--- src/rtl/fmac_issue_ctrl_if.sv ---
// Request, datapath and response signals of the FMA issue sequencer.
// The slave modport is the sequencer's view; the master modport is its environment's view.
interface fmac_issue_ctrl_if #(
    parameter int C_OP = 32
);
    logic            flush;
    logic            req_vld;
    logic            req_rdy;
    logic [3:0]      cmd;
    logic [1:0]      rm;
    logic [C_OP-1:0] op_a;
    logic [C_OP-1:0] op_b;
    logic [C_OP-1:0] op_c;
    logic            dp_start;
    logic            dp_kill;
    logic [C_OP-1:0] dp_a;
    logic [C_OP-1:0] dp_b;
    logic [C_OP-1:0] dp_c;
    logic [1:0]      dp_rm;
    logic [C_OP-1:0] dp_res_dat;
    logic [4:0]      dp_fflags;
    logic            rsp_vld;
    logic            rsp_rdy;
    logic [C_OP-1:0] rsp_dat;
    logic [4:0]      rsp_fflags;
    logic            busy;

    modport slave (
        input  flush, req_vld, cmd, rm, op_a, op_b, op_c, dp_res_dat, dp_fflags, rsp_rdy,
        output req_rdy, dp_start, dp_kill, dp_a, dp_b, dp_c, dp_rm, rsp_vld, rsp_dat,
               rsp_fflags, busy
    );

    modport master (
        output flush, req_vld, cmd, rm, op_a, op_b, op_c, dp_res_dat, dp_fflags, rsp_rdy,
        input  req_rdy, dp_start, dp_kill, dp_a, dp_b, dp_c, dp_rm, rsp_vld, rsp_dat,
               rsp_fflags, busy
    );
endinterface

--- src/rtl/fmac_issue_ctrl.sv ---
// Single-op FMA sequencer: resolves NaN/Inf/zero locally (result 2 cycles after accept), else
// launches the datapath (C_LATENCY+2); req_rdy only in IDLE, result held until rsp_rdy.
module fmac_issue_ctrl #(
    parameter int C_OP      = 32,
    parameter int C_EXP     = 8,
    parameter int C_MANT    = 23,
    parameter int C_LATENCY = 3,
    parameter int C_CNT_W   = 4
) (
    input logic              clk,
    input logic              rst,
    fmac_issue_ctrl_if.slave bus
);
    typedef enum logic [1:0] {IDLE, DECODE, EXEC, DONE} state_t;

    typedef struct packed {
        logic nan;
        logic snan;
        logic inf;
        logic zero;
    } fp_class_t;

    localparam int              SB      = C_OP - 1;
    localparam logic [C_OP-1:0] QNAN    = {1'b0, {C_EXP{1'b1}}, 1'b1, {(C_MANT-1){1'b0}}};
    localparam logic [4:0]      FLAG_NV = 5'b10000;

    function automatic fp_class_t classify(input logic [C_OP-1:0] x);
        fp_class_t k;
        logic      exp_ones;
        logic      exp_zero;
        logic      mant_zero;
        exp_ones  = &x[C_EXP+C_MANT-1 -: C_EXP];
        exp_zero  = ~|x[C_EXP+C_MANT-1 -: C_EXP];
        mant_zero = ~|x[C_MANT-1:0];
        k.nan     = exp_ones & ~mant_zero;
        k.snan    = exp_ones & ~mant_zero & ~x[C_MANT-1];
        k.inf     = exp_ones & mant_zero;
        k.zero    = exp_zero & mant_zero;
        return k;
    endfunction

    state_t             state_q, state_d;
    logic [3:0]         cmd_q;
    logic [1:0]         rm_q;
    logic [C_OP-1:0]    a_q, b_q, c_q;
    logic [C_CNT_W-1:0] cnt_q;
    logic [C_OP-1:0]    res_q;
    logic [4:0]         ff_q;

    logic            accept, launch, kill, cap_spec, cap_dp, cnt_dec;
    fp_class_t       ca, cb, cc;
    logic            sp, sc, prod_inf, prod_zero, zsign;
    logic            is_special;
    logic [C_OP-1:0] spec_res;
    logic [4:0]      spec_ff;

    // Special-case resolution on the sign-adjusted latched operands, highest priority first.
    always_comb begin
        ca         = classify(a_q);
        cb         = classify(b_q);
        cc         = classify(c_q);
        sp         = a_q[SB] ^ b_q[SB];
        sc         = c_q[SB];
        prod_inf   = ca.inf | cb.inf;
        prod_zero  = ca.zero | cb.zero;
        zsign      = (sp == sc) ? sp : (rm_q == 2'd3);
        is_special = 1'b1;
        spec_res   = QNAN;
        spec_ff    = FLAG_NV;
        if (cmd_q[3:2] != 2'b10) begin
            spec_ff = FLAG_NV;
        end else if (ca.nan | cb.nan | cc.nan) begin
            spec_ff = (ca.snan | cb.snan | cc.snan) ? FLAG_NV : 5'b0;
        end else if ((ca.inf & cb.zero) | (ca.zero & cb.inf) | (prod_inf & cc.inf & (sp != sc))) begin
            spec_ff = FLAG_NV;
        end else if (prod_inf) begin
            spec_res = {sp, {C_EXP{1'b1}}, {C_MANT{1'b0}}};
            spec_ff  = 5'b0;
        end else if (cc.inf) begin
            spec_res = c_q;
            spec_ff  = 5'b0;
        end else if (prod_zero & cc.zero) begin
            spec_res = {zsign, {(C_OP-1){1'b0}}};
            spec_ff  = 5'b0;
        end else if (prod_zero) begin
            spec_res = c_q;
            spec_ff  = 5'b0;
        end else begin
            is_special = 1'b0;
            spec_res   = '0;
            spec_ff    = 5'b0;
        end
    end

    always_ff @(posedge clk or posedge rst) begin
        if (rst) state_q <= IDLE;
        else     state_q <= state_d;
    end

    always_comb begin
        state_d  = state_q;
        accept   = 1'b0;
        launch   = 1'b0;
        kill     = 1'b0;
        cap_spec = 1'b0;
        cap_dp   = 1'b0;
        cnt_dec  = 1'b0;
        case (state_q)
            IDLE: begin
                if (bus.req_vld) begin
                    accept  = 1'b1;
                    state_d = DECODE;
                end
            end
            DECODE: begin
                if (is_special) begin
                    cap_spec = 1'b1;
                    state_d  = DONE;
                end else begin
                    launch  = 1'b1;
                    state_d = EXEC;
                end
            end
            EXEC: begin
                if (cnt_q == '0) begin
                    cap_dp  = 1'b1;
                    state_d = DONE;
                end else begin
                    cnt_dec = 1'b1;
                end
            end
            DONE: begin
                if (bus.rsp_rdy) state_d = IDLE;
            end
            default: state_d = IDLE;
        endcase
        // Flush overrides everything; a launch in the same cycle is paired with a kill.
        if (bus.flush) begin
            kill     = launch | (state_q == EXEC);
            state_d  = IDLE;
            accept   = 1'b0;
            cap_spec = 1'b0;
            cap_dp   = 1'b0;
        end
    end

    always_ff @(posedge clk or posedge rst) begin
        if (rst) begin
            cmd_q <= '0;
            rm_q  <= '0;
            a_q   <= '0;
            b_q   <= '0;
            c_q   <= '0;
            cnt_q <= '0;
            res_q <= '0;
            ff_q  <= '0;
        end else begin
            if (accept) begin
                cmd_q <= bus.cmd;
                rm_q  <= bus.rm;
                a_q   <= {bus.op_a[SB] ^ bus.cmd[1], bus.op_a[SB-1:0]};
                b_q   <= bus.op_b;
                c_q   <= {bus.op_c[SB] ^ bus.cmd[1] ^ bus.cmd[0], bus.op_c[SB-1:0]};
            end
            if (launch)       cnt_q <= C_CNT_W'(C_LATENCY - 1);
            else if (cnt_dec) cnt_q <= cnt_q - C_CNT_W'(1);
            if (cap_spec) begin
                res_q <= spec_res;
                ff_q  <= spec_ff;
            end else if (cap_dp) begin
                res_q <= bus.dp_res_dat;
                ff_q  <= bus.dp_fflags;
            end
        end
    end

    assign bus.req_rdy    = (state_q == IDLE);
    assign bus.busy       = (state_q != IDLE);
    assign bus.rsp_vld    = (state_q == DONE) & ~bus.flush;
    assign bus.rsp_dat    = res_q;
    assign bus.rsp_fflags = ff_q;
    assign bus.dp_start   = launch;
    assign bus.dp_kill    = kill;
    assign bus.dp_a       = a_q;
    assign bus.dp_b       = b_q;
    assign bus.dp_c       = c_q;
    assign bus.dp_rm      = rm_q;
endmodule

--- src/flat_wrapper.sv ---
// flat-port wrapper written by rule: the top's interface ports become plain ports
module fmac_issue_ctrl_flat 
#(
    parameter int C_OP      = 32,
    parameter int C_EXP     = 8,
    parameter int C_MANT    = 23,
    parameter int C_LATENCY = 3,
    parameter int C_CNT_W   = 4
)
  (clk, rst, bus_flush, bus_req_vld, bus_cmd, bus_rm, bus_op_a, bus_op_b, bus_op_c, bus_dp_res_dat, bus_dp_fflags, bus_rsp_rdy, bus_req_rdy, bus_dp_start, bus_dp_kill, bus_dp_a, bus_dp_b, bus_dp_c, bus_dp_rm, bus_rsp_vld, bus_rsp_dat, bus_rsp_fflags, bus_busy);
  fmac_issue_ctrl_if #(.C_OP(C_OP)) bus_i ();
  input logic clk;
  input logic rst;
  input wire logic [$bits(bus_i.flush)-1:0] bus_flush;
  input wire logic [$bits(bus_i.req_vld)-1:0] bus_req_vld;
  input wire logic [$bits(bus_i.cmd)-1:0] bus_cmd;
  input wire logic [$bits(bus_i.rm)-1:0] bus_rm;
  input wire logic [$bits(bus_i.op_a)-1:0] bus_op_a;
  input wire logic [$bits(bus_i.op_b)-1:0] bus_op_b;
  input wire logic [$bits(bus_i.op_c)-1:0] bus_op_c;
  input wire logic [$bits(bus_i.dp_res_dat)-1:0] bus_dp_res_dat;
  input wire logic [$bits(bus_i.dp_fflags)-1:0] bus_dp_fflags;
  input wire logic [$bits(bus_i.rsp_rdy)-1:0] bus_rsp_rdy;
  output wire logic [$bits(bus_i.req_rdy)-1:0] bus_req_rdy;
  output wire logic [$bits(bus_i.dp_start)-1:0] bus_dp_start;
  output wire logic [$bits(bus_i.dp_kill)-1:0] bus_dp_kill;
  output wire logic [$bits(bus_i.dp_a)-1:0] bus_dp_a;
  output wire logic [$bits(bus_i.dp_b)-1:0] bus_dp_b;
  output wire logic [$bits(bus_i.dp_c)-1:0] bus_dp_c;
  output wire logic [$bits(bus_i.dp_rm)-1:0] bus_dp_rm;
  output wire logic [$bits(bus_i.rsp_vld)-1:0] bus_rsp_vld;
  output wire logic [$bits(bus_i.rsp_dat)-1:0] bus_rsp_dat;
  output wire logic [$bits(bus_i.rsp_fflags)-1:0] bus_rsp_fflags;
  output wire logic [$bits(bus_i.busy)-1:0] bus_busy;
  assign bus_i.flush = bus_flush;
  assign bus_i.req_vld = bus_req_vld;
  assign bus_i.cmd = bus_cmd;
  assign bus_i.rm = bus_rm;
  assign bus_i.op_a = bus_op_a;
  assign bus_i.op_b = bus_op_b;
  assign bus_i.op_c = bus_op_c;
  assign bus_i.dp_res_dat = bus_dp_res_dat;
  assign bus_i.dp_fflags = bus_dp_fflags;
  assign bus_i.rsp_rdy = bus_rsp_rdy;
  assign bus_req_rdy = bus_i.req_rdy;
  assign bus_dp_start = bus_i.dp_start;
  assign bus_dp_kill = bus_i.dp_kill;
  assign bus_dp_a = bus_i.dp_a;
  assign bus_dp_b = bus_i.dp_b;
  assign bus_dp_c = bus_i.dp_c;
  assign bus_dp_rm = bus_i.dp_rm;
  assign bus_rsp_vld = bus_i.rsp_vld;
  assign bus_rsp_dat = bus_i.rsp_dat;
  assign bus_rsp_fflags = bus_i.rsp_fflags;
  assign bus_busy = bus_i.busy;
  fmac_issue_ctrl #(.C_OP(C_OP), .C_EXP(C_EXP), .C_MANT(C_MANT), .C_LATENCY(C_LATENCY), .C_CNT_W(C_CNT_W)) u_core (.clk(clk), .rst(rst), .bus(bus_i));
endmodule
--- config.mk ---
export PLATFORM = sky130hd
export DESIGN_NAME = fmac_issue_ctrl_flat
export DESIGN_NICKNAME = d
export VERILOG_FILES = /design/src/rtl/fmac_issue_ctrl_if.sv /design/src/rtl/fmac_issue_ctrl.sv /design/src/flat_wrapper.sv
export SDC_FILE = /design/constraint.sdc
export NUM_CORES = 1
export LEC_CHECK = 0
export CAP_MARGIN = 5
export CORE_ASPECT_RATIO = 0.75
export CORE_MARGIN = 2
export CORE_UTILIZATION = 47
export CTS_BUF_LIST = sky130_fd_sc_hd__clkbuf_8
export CTS_CLUSTER_DIAMETER = 80
export DETAILED_ROUTE_END_ITERATION = 8
export HOLD_SLACK_MARGIN = 0.02
export PLACE_DENSITY_LB_ADDON = 0.25
export SETUP_SLACK_MARGIN = 0.02
export SYNTH_ARGS = -nofsm -noshare
export SYNTH_HDL_FRONTEND = slang
export SYNTH_SLANG_ARGS = --single-unit
--- constraint.sdc ---
create_clock -name clk -period 8.8 [get_ports clk]
set_input_delay 1.76 -clock clk [delete_from_list [all_inputs] [get_ports clk]]
set_output_delay 1.76 -clock clk [all_outputs]
set_load 0.01 [all_outputs]
# ---- Word-level counts from Yosys, hierarchy flattened
# Cells that the tools add are included.
dict set report word_totals {
  reg_bits 145
  input_bits 144
  out_inout_bits 140
  word_cells 121
}
dict set report classes {
  addsub 1
  n_eq_ne 10
  muxes 45
  bitwise 35
  reduce_logical 21
}
# op n
set op_table {}
lappend op_table {{32-bit two-way mux} 9}
lappend op_table {{23-bit OR reduction} 3}
lappend op_table {{5-bit two-way mux} 6}
lappend op_table {{8-bit AND reduction} 3}
lappend op_table {{8-bit OR reduction} 3}
lappend op_table {{1-bit two-way mux} 23}
lappend op_table {{1-bit AND} 18}
lappend op_table {{1-bit bitwise OR} 9}
lappend op_table {{2-bit two-way mux} 4}
lappend op_table {{4-bit two-way mux} 2}
lappend op_table {{2-bit case mux with 4 select lines} 1}
lappend op_table {{2-bit == test, second input constant} 3}
lappend op_table {{1-bit zero test} 6}
lappend op_table {{3-bit != test, second input constant} 2}
lappend op_table {{2-bit nonzero test} 3}
lappend op_table {{4-bit zero test} 1}
lappend op_table {{1-bit inverter} 4}
lappend op_table {{4-bit by 1-bit subtractor with 4-bit output, second input constant} 1}
lappend op_table {{1-bit bitwise XOR} 4}
lappend op_table {{3-bit by 2-bit != test with 1-bit output, second input constant} 1}
lappend op_table {{3-bit AND reduction} 1}
lappend op_table {{2-bit by 1-bit == test with 1-bit output, second input constant} 1}
lappend op_table {{2-bit zero test} 1}
lappend op_table {{2-bit != test, second input constant} 1}
lappend op_table {{other kinds (2)} 2}

# ---- Depth between registers and ports, before layout
# Gate-level depths: netlist of the first run.
dict set report depth {
  ltp_word 15
  mapped_depth 9
}

# ---- Least setup slack after synthesis of the first run
# OpenSTA, ideal clock, no wires.
dict set report synth_timing {
  kind {register to output}
  from {register u_core.c_q[16], in the netlist u_core.bus.dp_c[16]}
  to {output bus_dp_kill}
  arrival_time_ns 2.280
  required_ns 7.040
  path_slack_ns 4.760
  path_stages_with_launch 8
  path_buffers 0
  path_cell_list {dfrtp_1 -> or4_1 -> or2_1 -> o21ai_1 -> and4_1 -> nand3_1 -> nor2_1 -> o21a_1}
}
dict set report synth_between {
  elab_chain_len 14
}
# element line_no
set synth_lines {}
lappend synth_lines {{start, declared} fmac_issue_ctrl.sv:45} ;# logic [C_OP-1:0] a_q, b_q, c_q;
lappend synth_lines {{start signal, assigned} fmac_issue_ctrl.sv:163} ;# c_q <= {bus.op_c[SB] ^ bus.cmd[1] ^ bus.cmd[0], bus.op_c[SB-1:0]};
lappend synth_lines {{23-bit OR reduction *} fmac_issue_ctrl.sv:34} ;# mant_zero = ~|x[C_MANT-1:0];
lappend synth_lines {{1-bit zero test} fmac_issue_ctrl.sv:34}
lappend synth_lines {{1-bit AND} fmac_issue_ctrl.sv:38} ;# k.zero = exp_zero & mant_zero;
lappend synth_lines {{1-bit AND} fmac_issue_ctrl.sv:82} ;# end else if (prod_zero & cc.zero) begin
lappend synth_lines {{1-bit two-way mux} fmac_issue_ctrl.sv:82}
lappend synth_lines {{1-bit two-way mux} fmac_issue_ctrl.sv:79} ;# end else if (cc.inf) begin
lappend synth_lines {{1-bit two-way mux} fmac_issue_ctrl.sv:76} ;# end else if (prod_inf) begin
lappend synth_lines {{1-bit two-way mux} fmac_issue_ctrl.sv:74} ;# end else if ((ca.inf & cb.zero) | (ca.zero & cb.inf) | (prod_inf & cc.inf & (sp != sc))) begin
lappend synth_lines {{1-bit two-way mux *} fmac_issue_ctrl.sv:72} ;# end else if (ca.nan | cb.nan | cc.nan) begin
lappend synth_lines {{1-bit two-way mux *} fmac_issue_ctrl.sv:70} ;# if (cmd_q[3:2] != 2'b10) begin
lappend synth_lines {{1-bit two-way mux *} fmac_issue_ctrl.sv:116} ;# if (is_special) begin
lappend synth_lines {{1-bit two-way mux *} fmac_issue_ctrl.sv:108} ;# case (state_q)
lappend synth_lines {{named net bus_dp_start} flat_wrapper.sv:25} ;# output wire logic [$bits(bus_i.dp_start)-1:0] bus_dp_start;
lappend synth_lines {{1-bit bitwise OR *} fmac_issue_ctrl.sv:139} ;# kill = launch | (state_q == EXEC);
lappend synth_lines {{1-bit two-way mux *} fmac_issue_ctrl.sv:138} ;# if (bus.flush) begin
lappend synth_lines {{end, declared} flat_wrapper.sv:26} ;# output wire logic [$bits(bus_i.dp_kill)-1:0] bus_dp_kill;
# The timed path passes the listed nets; every way through them passes the cells marked *.

# ---- Worst setup path in the final report of the first run
dict set report layout_timing {
  from {register u_core.a_q[5], in the netlist u_core.bus.dp_a[5]}
  to {output bus_dp_kill}
}
dict set report layout_between {
  elab_chain_len 15
}
# element line_no
set layout_lines {}
lappend layout_lines {{start, declared} fmac_issue_ctrl.sv:45}
lappend layout_lines {{start signal, assigned} fmac_issue_ctrl.sv:161} ;# a_q <= {bus.op_a[SB] ^ bus.cmd[1], bus.op_a[SB-1:0]};
lappend layout_lines {{23-bit OR reduction *} fmac_issue_ctrl.sv:34}
lappend layout_lines {{1-bit zero test} fmac_issue_ctrl.sv:34}
lappend layout_lines {{1-bit AND} fmac_issue_ctrl.sv:38}
lappend layout_lines {{1-bit bitwise OR} fmac_issue_ctrl.sv:65} ;# prod_zero = ca.zero | cb.zero;
lappend layout_lines {{1-bit two-way mux / 1-bit AND (equally long branches)} {fmac_issue_ctrl.sv:85, fmac_issue_ctrl.sv:82}}
lappend layout_lines {{1-bit two-way mux} fmac_issue_ctrl.sv:82}
lappend layout_lines {{1-bit two-way mux} fmac_issue_ctrl.sv:79}
lappend layout_lines {{1-bit two-way mux} fmac_issue_ctrl.sv:76}
lappend layout_lines {{1-bit two-way mux} fmac_issue_ctrl.sv:74}
lappend layout_lines {{1-bit two-way mux *} fmac_issue_ctrl.sv:72}
lappend layout_lines {{1-bit two-way mux *} fmac_issue_ctrl.sv:70}
lappend layout_lines {{1-bit two-way mux *} fmac_issue_ctrl.sv:116}
lappend layout_lines {{1-bit two-way mux *} fmac_issue_ctrl.sv:108}
lappend layout_lines {{1-bit bitwise OR *} fmac_issue_ctrl.sv:139}
lappend layout_lines {{1-bit two-way mux *} fmac_issue_ctrl.sv:138}
# Mark *: on every way between the ends. The rest lies on a longest branch, timed or not.

==> results of run 1 <==
[synthesized netlist by cell type (2+ instances only)]
master       n
dfrtp_1    143
mux2_2     107
nand3_1      2
o211ai_1     2
xnor2_1      5
buf_2        4
o21ai_1      2
mux2i_1     29
o22ai_1      2
xor2_1       3
inv_1        9
nand4_1     13
or4_1        9
o22a_1       2
o21ai_0      7
nand2_1      6
and4_1       3
a211oi_1     2
nand3b_1     2
buf_4        4
nor4_1      20
o2bb2ai_1   22
nor2_1      29
a21oi_1     15
o2111ai_1    2
clkbuf_1    13
nor3_1       4
ha_1         7
[power breakdown]
group	total, uW	switching [uW]	internal (uW)
logic	1460	591	873
clock network	616	247	369
registers	1260	288	968
total	3340	1130	2210
[cell usage in the layout, fill, tap and decap left out, types with 3 or more instances in the layout]
cell / instances
xor2_1: 3
mux2_2: 107
bufinv_16: 6
nor4_1: 20
xnor2_1: 5
a21oi_1: 15
clkbuf_8: 18
ha_1: 7
nand4_1: 13
clkdlybuf4s50_1: 283
or4_1: 9
o21ai_0: 7
inv_1: 11
buf_4: 5
o2bb2ai_1: 22
mux2i_1: 29
nand2_1: 6
nor3_1: 4
dfrtp_1: 143
and4_1: 3
clkinv_2: 3
nor2_1: 29
[state kept, by name (all words and copies together), names as in the netlist]
| name | count |
|---|---|
| u_core.bus.dp_rm | 2 |
| u_core.state_q | 2 |
| u_core.bus.rsp_dat | 32 |
| u_core.bus.dp_a | 32 |
| u_core.bus.dp_c | 32 |
| u_core.bus.rsp_fflags | 5 |
| u_core.cmd_q | 2 |
| u_core.cnt_q | 4 |
| u_core.bus.dp_b | 32 |
[worst min-delay path by stage]
stage                     from         endpoint  cells after the start
5_1_grt        u_core.cmd_q[3]  u_core.cmd_q[3]                      1
2_1_floorplan  u_core.cmd_q[3]  u_core.cmd_q[3]                      1
3_3_place_gp   u_core.cmd_q[3]  u_core.cmd_q[3]                      1
6_report       u_core.cmd_q[3]  u_core.cmd_q[3]                      1
3_5_place_dp   u_core.cmd_q[3]  u_core.cmd_q[3]                      1
4_1_cts        u_core.cmd_q[3]  u_core.cmd_q[3]                      1
[layout make-up]
type                       count  area (um2)  share of cell area, %
timing repair buffer         289        2880                   29.3
clock buffer                  18         248                   2.52
tap                          171         214                   2.17
multi-input combinational    310        2670                   27.1
inverter                       9        38.8                  0.394
clock inverter                14         223                   2.26
sequential                   143        3580                   36.3
[metrics by stage]
stage	worst slack, ps	cells
finish	3440	954
global route	3140	954
CTS	3430	953
detailed placement	3850	921
global placement	3870	921
floorplan	3200	484
[routing by layer]
layer / vias up / global-route usage, % / wire length, um
li1: 2383 / - / -
met1: 2525 / 33.2 / 8030
met2: 196 / 41.7 / 8760
met3: 39 / 7.88 / 1280
met4: 0 / 10.7 / 510
met5: - / 0 / 0
[kinds of logic (layout without fill, tap and decap cells)]
kind of cell | Yosys count | in the layout | synth area share, %
xor gates and xnor gates | 8 | 8 | 1.10
muxes | 136 | 136 | 23.5
and+or+nand+nor | 96 | 96 | 8.56
adders and majority gates | 7 | 7 | 1.37
buffers and inverters | 31 | 330 | 2.14
DFF | 143 | 143 | 56.2
AOI/OAI and AO/OA | 63 | 63 | 7.17
[critical path, delay by kind of cell, from the launching register on]
family / cells / cell delay, ps
simple gates: 5 / 1630
compound gates: 2 / 580
buf+inv: 1 / 540
flops: 1 / 400
==> key figures, run 1 <==
GRT
  • Gr ovfl total: 0
  • Total GRT Usage: 26.0%
  • Largest net degree at the start of global routing: 82
  • First-pass GRT wire length: 29200 um
  • Vias in the first global route: 5349
  • Initial antenna violation count: 0

Route
  • Vias: 5143
  • DRC violations left: 0
  • DRT iter0 DRCs: 197
  • DR pass1 iterations: 4
  • Mean routed wirelength per cell: 19.5 um
  • Vias per cell: 5.39
  • Antenna viol nets, final: 0
  • Post-Route WL: 18600 um

Timing
  • Worst-margin pin slew: 991 ps
  • Final hold viol count: 0
  • Slew Viols, Final: 0
  • Setup violations, final: 0
  • Unrepaired setup endpoints after global routing: false
  • Maximum operating frequency: 186 MHz
  • Relative slew margins: 33.9%
  • Fin crit period: 5360 ps
  • Hold slack: 506 ps
  • Worst clock skew: 9.98 ps
  • Setup tns final: 0 ps
  • Tcrit/Tclk final: 60.9%

Critical path
  • CP Class: reg -> out
  • Worst EP arrival: 3600 ps
  • R2R depth: 8
  • CP required: 7040 ps
  • Reg2reg start: u_core.bus.dp_b[24]
  • Worst Setup SP: u_core.bus.dp_a[5]
  • CP peak stage delay: 630 ps
  • Crit-path max FO: 5
  • Worst setup path endpoint: bus_dp_kill
  • CP endpoint kind: primary output
  • CP max stage cell: nor4_1
  • Critical path launch point type: flip-flop
  • Worst R2R Setup Slack: 5180 ps
  • Critical path cell sequence: nor4_1, nand2_1, o21ai_0, and4_1, nand3_1, nor2_1, o21a_1, clkdlybuf4s50_1
  • End of the worst register-to-register path: u_core.bus.rsp_dat[18]

Clock network
  • Max H-tree Level: 4
  • Clock-pin slew on the worst setup and hold paths: 80 ps
  • CTS Sinks: 143
  • CTS Hold Bufs: 0
  • Post-CTS resize count: 0
  • Worst-Skew Late Latency: 450 ps
  • Worst-case clock buffer depth: 2
  • CTS tree: done
  • Post-CTS Setup Inserts: 0
  • Root Buffer: clkbuf_8
  • Cts bufs inserted: 17

Job
  • Max-cap violations: 0

Layout
  • Area Growth Syn to Fin: 54.6%
  • N_diodes: 0
  • Nets: 921
  • Fillers: 852
  • Fin util: 75.1%
  • Fin area: 0.00985 mm2
  • Share of layout cells above drive strength 1: 18.8%

Floorplan
  • Die Area: 0.0145 mm2
  • Core region area: 0.0131 mm2
  • Vert. Die Dim: 105 um
  • Row Count: 36
  • Ports: 284
  • Initial Util: 48.6%
  • Die Span X: 138 um

Placed design
  • Port bufs: 283
  • Area after DPL: 0.00937 mm2
  • DP HPWL: 13800 um
  • Routability-driven placement congestion ratio: 0.853

Yosys
  • Mapped Cells: 484
  • Synth area leader: dfrtp_1
  • Mapped Nets: 635
  • Synth top area share: 56.2%
  • Commonest register cell after synthesis: dfrtp_1
  • Post-synth EDFFs: 0
  • FF+latch count, synth: 143
  • Synthesized area: 0.00637 mm2
  • Post-synth ARST share: 100%
  • Synth Warn #: 0
  • Seq/Total Area, Yosys: 56.2%
  • Synthesized area per cell: 13.2 um2
  • Leading post-synthesis cells by cell area: dfrtp_1, mux2_2, mux2i_1
  • Synth unique cells: 44

Outcome
  • Outcome: completed

Power and ir drop
  • Final Power: 3340 uW
  • Peak supply drop: 0.000203 V
  • Static Leakage: 0.00416 uW
  • Pwr per Cell Area: 339 mW/mm2

Hold path
  • Hold Crit Class: reg -> reg
No activity file was read; power rests on OpenSTA's default activity.
==> run 2: changes to the inputs <==
--- a/config.mk
+++ b/config.mk
@@ -8,7 +8,7 @@
 export CAP_MARGIN = 5
 export CORE_ASPECT_RATIO = 0.75
 export CORE_MARGIN = 2
-export CORE_UTILIZATION = 47
+export CORE_UTILIZATION = 39
 export CTS_BUF_LIST = sky130_fd_sc_hd__clkbuf_8
 export CTS_CLUSTER_DIAMETER = 80
 export DETAILED_ROUTE_END_ITERATION = 8
==> constraint.sdc (replaced) <==
create_clock -name clk -period 4.9 [get_ports clk]
set_input_delay 0.98 -clock clk [delete_from_list [all_inputs] [get_ports clk]]
set_output_delay 0.98 -clock clk [all_outputs]
set_load 0.01 [all_outputs]
==> run 2 against run 1 <==
Global-route usage down 3.6 points; final cell count up 4.2%; worst setup slack worse by 3100 ps; sequential share of layout area down 0.055 points; core utilization down 14 points; combinational power up 80%; clock power up 64%; register-to-register slack worse by 3500 ps.
==> key figures, run 2 (synthesis results as in run 1) <==
Floorplan
  • Core region area: 0.0160 mm2
  • Ports: 284
  • Initial Util: 39.8%
  • Vert. Die Dim: 115 um
  • Die Area: 0.0174 mm2
  • Die Span X: 152 um
  • Row Count: 40

Layout
  • FF/Latch Area: 0.00358 mm2
  • Commonest cells after routing, fill and taps aside: clkdlybuf4s50_1, dfrtp_1, mux2_2, nor2_1, mux2i_1
  • N_diodes: 0
  • Share of layout cells above drive strength 1: 19.3%
  • Fin area: 0.00986 mm2
  • Final Non-Filler Cells: 994
  • Commonest non-fill, non-tap cell in the layout: clkdlybuf4s50_1
  • Area Growth Syn to Fin: 54.9%
  • Area occupied by multi-input gates: 0.00267 mm2
  • Nets: 922
  • Fillers: 1276

Timing
  • Fin crit period: 4530 ps
  • Maximum operating frequency: 221 MHz
  • Setup violations, final: 0
  • Worst clock skew: 15.9 ps
  • Tcrit/Tclk final: 92.4%
  • Final hold viol count: 0
  • Worst-margin pin slew: 992 ps
  • Unrepaired setup endpoints after global routing: false
  • Relative slew margins: 33.7%
  • Slew Viols, Final: 0
  • Setup tns final: 0 ps

Critical path
  • CP max stage cell: or4_1
  • Critical path launch point type: flip-flop
  • CP Class: reg -> out
  • Crit-path max FO: 5
  • CP peak stage delay: 580 ps
  • CP required: 3920 ps
  • Critical path cell sequence: or4_1, or2_1, o21ai_1, and4_1, nand3_1, nor2_1, o21a_1, clkdlybuf4s50_1
  • Top Family by Delay on Critical Path: simple AND/OR/NAND/NOR gates
  • CP endpoint kind: primary output
  • Crit path buffers/inverters: 1
  • Worst EP arrival: 3550 ps

GRT
  • Gr ovfl total: 0
  • Met3 usage in global routing: 7.97%
  • Total GRT Usage: 22.4%
  • Initial antenna violation count: 0
  • Grt met2 use: 35.7%
  • Met1 Usage GRT: 28.1%
  • First-pass GRT wire length: 29400 um
  • Gr busiest metal: met2
  • Largest net degree at the start of global routing: 94
  • Vias in the first global route: 5357

Clock network
  • CTS Hold Bufs: 0
  • Root Buffer: clkbuf_8
  • Worst-case clock buffer depth: 2
  • Max H-tree Level: 4
  • Clock-pin slew on the worst setup and hold paths: 80 ps
  • Cts bufs inserted: 17
  • Post-CTS Setup Inserts: 0
  • Post-CTS resize count: 0
  • CTS tree: done
  • CTS Sinks: 143
  • Worst-Skew Late Latency: 450 ps

Route
  • Antenna viol nets, final: 0
  • DRT iter0 DRCs: 182
  • DRC violations left: 0
  • Post-Route WL: 19200 um
  • Vias: 5159
  • DR pass1 iterations: 4
  • Vias per cell: 5.19
  • Mean routed wirelength per cell: 19.4 um

Outcome
  • Outcome: completed

Power and ir drop
  • Final Power: 5890 uW
  • Clock Power Share: 17.1%
  • Flop pwr share: 38.2%
  • Peak supply drop: 0.000326 V
  • Int Pwr: 3840 uW
  • Pwr per Cell Area: 597 mW/mm2
  • Psw: 2050 uW
  • Sw Ratio: 34.8%
  • Comb power frac: 44.7%
  • Static Leakage: 0.00414 uW

Placed design
  • Placed instance count: 962
  • DP HPWL: 14300 um
  • Port bufs: 283
  • Area after DPL: 0.00944 mm2
  • Routability-driven placement congestion ratio: 0.806

Job
  • Max-cap violations: 0

Hold path
  • Hold Crit Class: reg -> reg
-- run 2: cell count changes in the layout (fill, tap and decap cells not counted), sizes merged --
cell,change
clkinvlp,+2
clkbuf,+1
buf,+1
bufinv,-3
-- run 2: path summary, 6_finish.rpt --
check                                    start                      to  slack, ps  cells after the start
max reg2reg                u_core.bus.dp_a[24]  u_core.bus.rsp_dat[15]       1700                      8
min reg2reg                    u_core.cmd_q[3]         u_core.cmd_q[3]        520                      1
max                        u_core.bus.dp_c[14]             bus_dp_kill        370                      8
min                            u_core.cmd_q[3]         u_core.cmd_q[3]        520                      1
min in group asynchronous                  rst     u_core.bus.dp_b[28]       1070                      2
max in group asynchronous                  rst     u_core.bus.dp_c[23]       2910                      3
-- run 2: power by group through the flow --
stage / Clock [uW] / Sequential [uW] / Combinational, uW
final: 1010 / 2250 / 2630
after CTS: 1030 / 2250 / 2660
after global placement: 0 / 2220 / 2610
after floorplan: 0 / 2410 / 919
after global routing: 1090 / 2340 / 2820
after detailed placement: 0 / 2270 / 2650
-- run 2: per-layer routing --
layer	vias to the layer above	share of wire [%]
met3	36	8.3
met2	202	48
met4	0	2.5
met5	-	0
li1	2376	-
met1	2545	41
-- run 2: cell type report --
cell class | count | area share, %
tap | 210 | 2.66
timing repair buffer | 290 | 29.4
multi-input combinational | 310 | 27.0
inverter | 9 | 0.393
sequential | 143 | 36.3
clock buffer | 19 | 2.65
clock inverter | 13 | 1.61
-- run 2: metrics by stage --
step,utilization [%],setup slack [ps],hold slack (ps)
global route,61.6,137,536
finish,61.6,373,520
detailed placement,59.0,866,498
CTS,61.6,335,518
global placement,59.0,932,489
floorplan,-,82.1,471
